[src/rtl/uart_pkg.sv]
// uart_pkg: shared state type, parity encodings and defaults for the UART receiver
package uart_pkg;
    typedef enum logic [2:0] {IDLE, START, DATA, PARITY, STOP, BRK_WAIT} uart_rx_state_t;
    localparam logic [1:0] PAR_NONE = 2'b00;
    localparam logic [1:0] PAR_EVEN = 2'b01;
    localparam logic [1:0] PAR_ODD  = 2'b10;
    localparam int OS_DEFAULT = 16;
endpackage

[src/rtl/uart_sync2.sv]
// uart_sync2: two-flop synchroniser for an asynchronous single-bit input
// ports: clk, reset_n (async active-low), d (async in), q (synchronised out, RST_VAL in reset)
module uart_sync2 #(
    parameter logic RST_VAL = 1'b1
) (
    input  logic clk,
    input  logic reset_n,
    input  logic d,
    output logic q
);
    logic meta;
    always_ff @(posedge clk or negedge reset_n) begin
        if (!reset_n) {q, meta} <= {RST_VAL, RST_VAL};
        else {q, meta} <= {meta, d};
    end
endmodule

[src/rtl/uart_rx_cfg.sv]
// uart_rx_cfg: configurable UART receiver (parity, 1/2 stop bits, break, holding register)
// ports: clk, reset_n (async active-low), rx (async serial in), s_tick (OS x baud strobe),
//   parity_mode/stop2 (frame format, latched at frame start), rx_ready (consumer accept),
//   rx_dout/rx_valid/parity_err/frame_err/overrun_err (held word), break_det (pulse), rx_busy
module uart_rx_cfg
    import uart_pkg::*;
#(
    parameter int DBIT = 8,
    parameter int OS   = OS_DEFAULT
) (
    input  logic            clk,
    input  logic            reset_n,
    input  logic            rx,
    input  logic            s_tick,
    input  logic [1:0]      parity_mode,
    input  logic            stop2,
    input  logic            rx_ready,
    output logic [DBIT-1:0] rx_dout,
    output logic            rx_valid,
    output logic            parity_err,
    output logic            frame_err,
    output logic            overrun_err,
    output logic            break_det,
    output logic            rx_busy
);
    localparam int SW = $clog2(OS);
    localparam int NW = $clog2(DBIT);
    localparam logic [SW-1:0] S_LAST = SW'(OS - 1);
    localparam logic [SW-1:0] S_MID  = SW'(OS / 2 - 1);
    localparam logic [NW-1:0] N_LAST = NW'(DBIT - 1);
    if (DBIT < 5 || DBIT > 9) begin : g_dbit_chk
        $error("uart_rx_cfg: DBIT must be in 5..9");
    end
    if (OS < 8 || (OS & (OS - 1)) != 0) begin : g_os_chk
        $error("uart_rx_cfg: OS must be a power of 2, at least 8");
    end
    uart_rx_state_t  state;
    logic [SW-1:0]   s;
    logic [NW-1:0]   n;
    logic [DBIT-1:0] sh;
    logic [1:0]      par_q;
    logic            stop2_q, sec, pz, perr, ferr, rxs;
    logic            par_en, last, in_stop, brk, fin;
    uart_sync2 #(.RST_VAL(1'b1)) u_sync (.clk(clk), .reset_n(reset_n), .d(rx), .q(rxs));
    assign par_en  = par_q == PAR_EVEN || par_q == PAR_ODD;
    assign last    = s_tick && s == S_LAST;
    assign in_stop = state == STOP && last;
    // pz: parity bit was 0 (or absent), so an all-zero first stop sample means break
    assign brk     = in_stop && !sec && !rxs && pz && sh == '0;
    assign fin     = in_stop && (brk || !stop2_q || sec);
    assign rx_busy = state != IDLE;
    always_ff @(posedge clk or negedge reset_n) begin
        if (!reset_n) begin
            state       <= IDLE;
            s           <= '0;
            n           <= '0;
            sh          <= '0;
            par_q       <= PAR_NONE;
            stop2_q     <= 1'b0;
            sec         <= 1'b0;
            pz          <= 1'b0;
            perr        <= 1'b0;
            ferr        <= 1'b0;
            rx_dout     <= '0;
            rx_valid    <= 1'b0;
            parity_err  <= 1'b0;
            frame_err   <= 1'b0;
            overrun_err <= 1'b0;
            break_det   <= 1'b0;
        end else begin
            break_det <= brk;
            if (rx_valid && rx_ready) rx_valid <= 1'b0;
            if (fin) begin
                if (!rx_valid || rx_ready) begin
                    rx_dout     <= sh;
                    parity_err  <= perr;
                    frame_err   <= ferr | ~rxs;
                    rx_valid    <= 1'b1;
                    overrun_err <= 1'b0;
                end else begin
                    overrun_err <= 1'b1;
                end
            end
            // in DATA/PARITY/STOP, s wraps from OS-1 to 0 on its own since OS is a power of 2
            case (state)
                IDLE: if (!rxs) begin
                    s       <= '0;
                    par_q   <= parity_mode;
                    stop2_q <= stop2;
                    state   <= START;
                end
                START: if (s_tick) begin
                    if (s != S_MID) s <= s + 1'b1;
                    else if (rxs) state <= IDLE;
                    else begin
                        s     <= '0;
                        n     <= '0;
                        perr  <= 1'b0;
                        ferr  <= 1'b0;
                        sec   <= 1'b0;
                        pz    <= 1'b1;
                        state <= DATA;
                    end
                end
                DATA: if (s_tick) begin
                    s <= s + 1'b1;
                    if (s == S_LAST) begin
                        sh <= {rxs, sh[DBIT-1:1]};
                        n  <= n + 1'b1;
                        if (n == N_LAST) state <= par_en ? PARITY : STOP;
                    end
                end
                PARITY: if (s_tick) begin
                    s <= s + 1'b1;
                    if (s == S_LAST) begin
                        perr  <= ^sh ^ rxs ^ (par_q == PAR_ODD);
                        pz    <= ~rxs;
                        state <= STOP;
                    end
                end
                STOP: if (s_tick) begin
                    s <= s + 1'b1;
                    if (s == S_LAST) begin
                        ferr  <= ferr | ~rxs;
                        sec   <= 1'b1;
                        state <= brk ? BRK_WAIT : fin ? IDLE : STOP;
                    end
                end
                BRK_WAIT: if (rxs) state <= IDLE;
                default: state <= IDLE;
            endcase
        end
    end
endmodule

[config.mk]
export PLATFORM = sky130hd
export DESIGN_NAME = uart_rx_cfg
export DESIGN_NICKNAME = d
export VERILOG_FILES = /design/src/rtl/uart_pkg.sv /design/src/rtl/uart_sync2.sv /design/src/rtl/uart_rx_cfg.sv
export SDC_FILE = /design/constraint.sdc
export NUM_CORES = 1
export LEC_CHECK = 0
export BUFFER_PORTS_ARGS = -buffer_cell sky130_fd_sc_hd__buf_2
export CAP_MARGIN = 40
export CORE_MARGIN = 10
export CORE_UTILIZATION = 58
export CTS_CLUSTER_DIAMETER = 120
export CTS_CLUSTER_SIZE = 28
export DETAILED_ROUTE_END_ITERATION = 12
export PLACE_DENSITY = 0.89
export SYNTH_ARGS = -nofsm -noshare
export SYNTH_HDL_FRONTEND = slang
export SYNTH_SLANG_ARGS = --single-unit
[constraint.sdc]
create_clock -name clk -period 2.5 [get_ports clk]
set_input_delay 0.375 -clock clk [delete_from_list [all_inputs] [get_ports clk]]
set_output_delay 0.375 -clock clk [all_outputs]
set_load 0.01 [all_outputs]
==> flow_metrics.env <==
export IMPL_status="completed"
export IMPL_antenna_cells=0
export IMPL_fin_nets=226
export IMPL_cts_root_buffer="clkbuf_4"
export IMPL_hpwlAfterDp_um=2760
export IMPL_setup_tns_ns=0
export IMPL_post_cts_resized=0
export IMPL_antenna_found_initial=0
export IMPL_grt_first_pass_wirelength_um=6690
export IMPL_syn_inst=190
export IMPL_io_buffers=21
export IMPL_overflow=0
export IMPL_fin_skew_ns=0.0128
export IMPL_wl_um=3760
export IMPL_clk_latency_ns=0.35
export IMPL_maxCapViolCount=0
export IMPL_die_height_um=79.6
export IMPL_pwr_share_comb_pct=24.9
export IMPL_numCtsBuffers=5
export IMPL_cp_arrival_ns=2.20
export IMPL_start_util_pct=60.7
export IMPL_synth_warnings=0
export IMPL_grt_pass1_vias=1424
export IMPL_critPathMaxFanout=10
export IMPL_final_hold_viol_count=0
export IMPL_critPathCaptureType="register"
export IMPL_leakage_nw=1.15
export IMPL_rsz0062_at_grt="false"
export IMPL_drive_gt1_share_pct=23.7
export IMPL_clk_path_buf_depth=2
export IMPL_cts_sinks=40
export IMPL_antenna_left=0
export IMPL_cts_tree="built"
export IMPL_worstPathRequired_ns=2.74
export IMPL_synth_nets=206
export IMPL_placed_area_mm2=0.00219
export IMPL_place_ws_ns=0.537
export IMPL_drt_pass1_iter_count=4
export IMPL_min_period_ns=1.96
export IMPL_drtIter0Drc=89
export IMPL_stdcell_area_mm2=0.00226
export IMPL_dieArea_mm2=0.00633
export IMPL_gp_congestion=0.843
export IMPL_path_class="reg -> reg"
export IMPL_io_pins=22
export IMPL_pwr_share_seq_pct=53.5
export IMPL_worst_slew_pin_slew_ns=0.575
export IMPL_die_w_um=79.6
export IMPL_yosysSeqAreaShare_pct=48.8
export IMPL_swShare_pct=34.0
export IMPL_p_int_mw=1.04
export IMPL_postLayoutCoreUtil_pct=66.7
export IMPL_grt_max_degree=30
export IMPL_pwr_share_clk_pct=21.5
export IMPL_p_per_area_mw_per_mm2=694
export IMPL_htreeDepth=2
export IMPL_synth_seq_cells=40
export IMPL_syn_avg_cell_area_um2=10.8
export IMPL_via_per_inst=5.60
export IMPL_vias=1438
export IMPL_start_kind="register"
export IMPL_slew_headroom_pct=61.7
export IMPL_synth_flop_cell="dfrtp_1"
export IMPL_core_rowCount=21
export IMPL_min_period_over_period_pct=78.4
export IMPL_yosys_cell_types_count=45
export IMPL_final_cell_mix="dfrtp_1 (38), buf_2 (21), o21ai_0 (20)"
export IMPL_syn_area_mm2=0.00206
export IMPL_fin_ws_ns=0.540
export IMPL_whs_ns=0.116
export IMPL_clk_pin_slew_ns=0.11
export IMPL_synthArstFlopShare_pct=100
export IMPL_syn_to_final_growth_pct=9.85
export IMPL_synth_edff_count=0
export IMPL_wl_per_cell_um=14.6
export IMPL_setup_violations=0
export IMPL_drc=0
export IMPL_drv_slew=0
export IMPL_coreArea_mm2=0.00339
export IMPL_p_sw_mw=0.533
export IMPL_timing_fmax_mhz=510
export IMPL_peakVddDrop_mv=0.480
export IMPL_hold_path_class="in -> reg"
export IMPL_grt_use_total_pct=13.1
export IMPL_mostFrequentLayoutCell="dfrtp_1"
## cell families (layout without fill, tap and decap cells)
group	after synthesis	count (layout)	share of synthesized area (%)
AO/OA/AOI/OAI	48	48	15.4
XOR/XNOR	6	6	2.55
adder cells (fa/ha/maj)	8	8	4.86
buffers and inverters	25	46	5.41
flip-flops	40	40	48.8
multiplexers	16	16	10.4
AND/OR/NAND/NOR	47	47	12.6
## critical path, cell delays in order, from the launching register on
cell and delay (ns):
dfrtp_1 0.41, ha_1 0.27, and4_4 0.28, and3_1 0.31, o211ai_4 0.24, mux2_4 0.35
## Yosys cell counts, types with 3 or more instances
| master | number | share of area, % |
|---|---|---|
| xnor2_1 | 5 | 2.1 |
| nor2_1 | 5 | 0.91 |
| nand2b_1 | 5 | 1.5 |
| mux2_4 | 10 | 7.3 |
| nand2_1 | 18 | 3.3 |
| a22o_1 | 3 | 1.3 |
| mux2_2 | 3 | 1.6 |
| a211oi_1 | 3 | 1.1 |
| ha_1 | 8 | 4.9 |
| nor3_1 | 3 | 0.73 |
| o21ai_0 | 20 | 4.9 |
| o211ai_1 | 4 | 1.5 |
| dfrtp_1 | 38 | 46 |
| clkbuf_1 | 6 | 1.1 |
| a21oi_1 | 6 | 1.5 |
| mux2i_1 | 3 | 1.5 |
| inv_1 | 14 | 2.6 |
## power groups by stage
| stage | registers, mW | logic, mW | clock network (mW) |
|---|---|---|---|
| 2_1_floorplan | 0.763 | 0.386 | 0 |
| 3_3_place_gp | 0.846 | 0.373 | 0 |
| 3_5_place_dp | 0.850 | 0.390 | 0 |
| 4_1_cts | 0.836 | 0.395 | 0.350 |
| 5_1_grt | 0.856 | 0.453 | 0.373 |
| 6_report | 0.840 | 0.391 | 0.338 |
## layout make-up
cell class                 instances  area [µm²]
clock buffer                       6        51.3
multi-input combinational        125         943
clock inverter                     2        10.0
inverter                          14        52.6
fill                             271        1130
sequential                        40        1000
tap                               46        57.6
timing repair buffer              24         143
## routing by layer
metal / part of all wire [%] / track usage (%) / vias up
met3: 6.0 / 4.05 / 7
met5: 0 / 0 / -
met2: 47 / 19.5 / 39
met4: 1.9 / 6.27 / 0
met1: 45 / 16.7 / 684
li1: - / - / 708
## state kept, by name, summed over array words and instances (netlist names), 2 cells and up
register	cells
sh	8
state	3
s	4
rx_dout	8
par_q	2
n	3
## what timing repair did
| item | 4_1_cts | 5_1_grt |
|---|---|---|
| endpoints found under the hold margin | 11 | 0 |
| setup buffers | 0 | 0 |
| endpoints found under the setup margin | 0 | 0 |
| hold buffers | 1 | 0 |
## metrics by stage
stage	total power, mW	instances
6_report	1.57	257
5_1_grt	1.68	257
4_1_cts	1.58	257
3_5_place_dp	1.24	248
3_3_place_gp	1.22	247
2_1_floorplan	1.15	190
## path summary, 6_finish.rpt
kind                             start          end  slack [ns]  cells past startpoint
min in group asynchronous      reset_n     par_q[0]        0.43                      2
hold reg to reg            u_sync.meta     u_sync.q        0.36                      0
setup reg to reg                  s[0]   parity_err        0.54                      5
setup / recovery                  s[0]   parity_err        0.54                      5
hold / removal                      rx  u_sync.meta        0.12                      1
max in group asynchronous      reset_n  u_sync.meta        1.55                      3
Note: power is estimated with default switching activity, not from simulation.
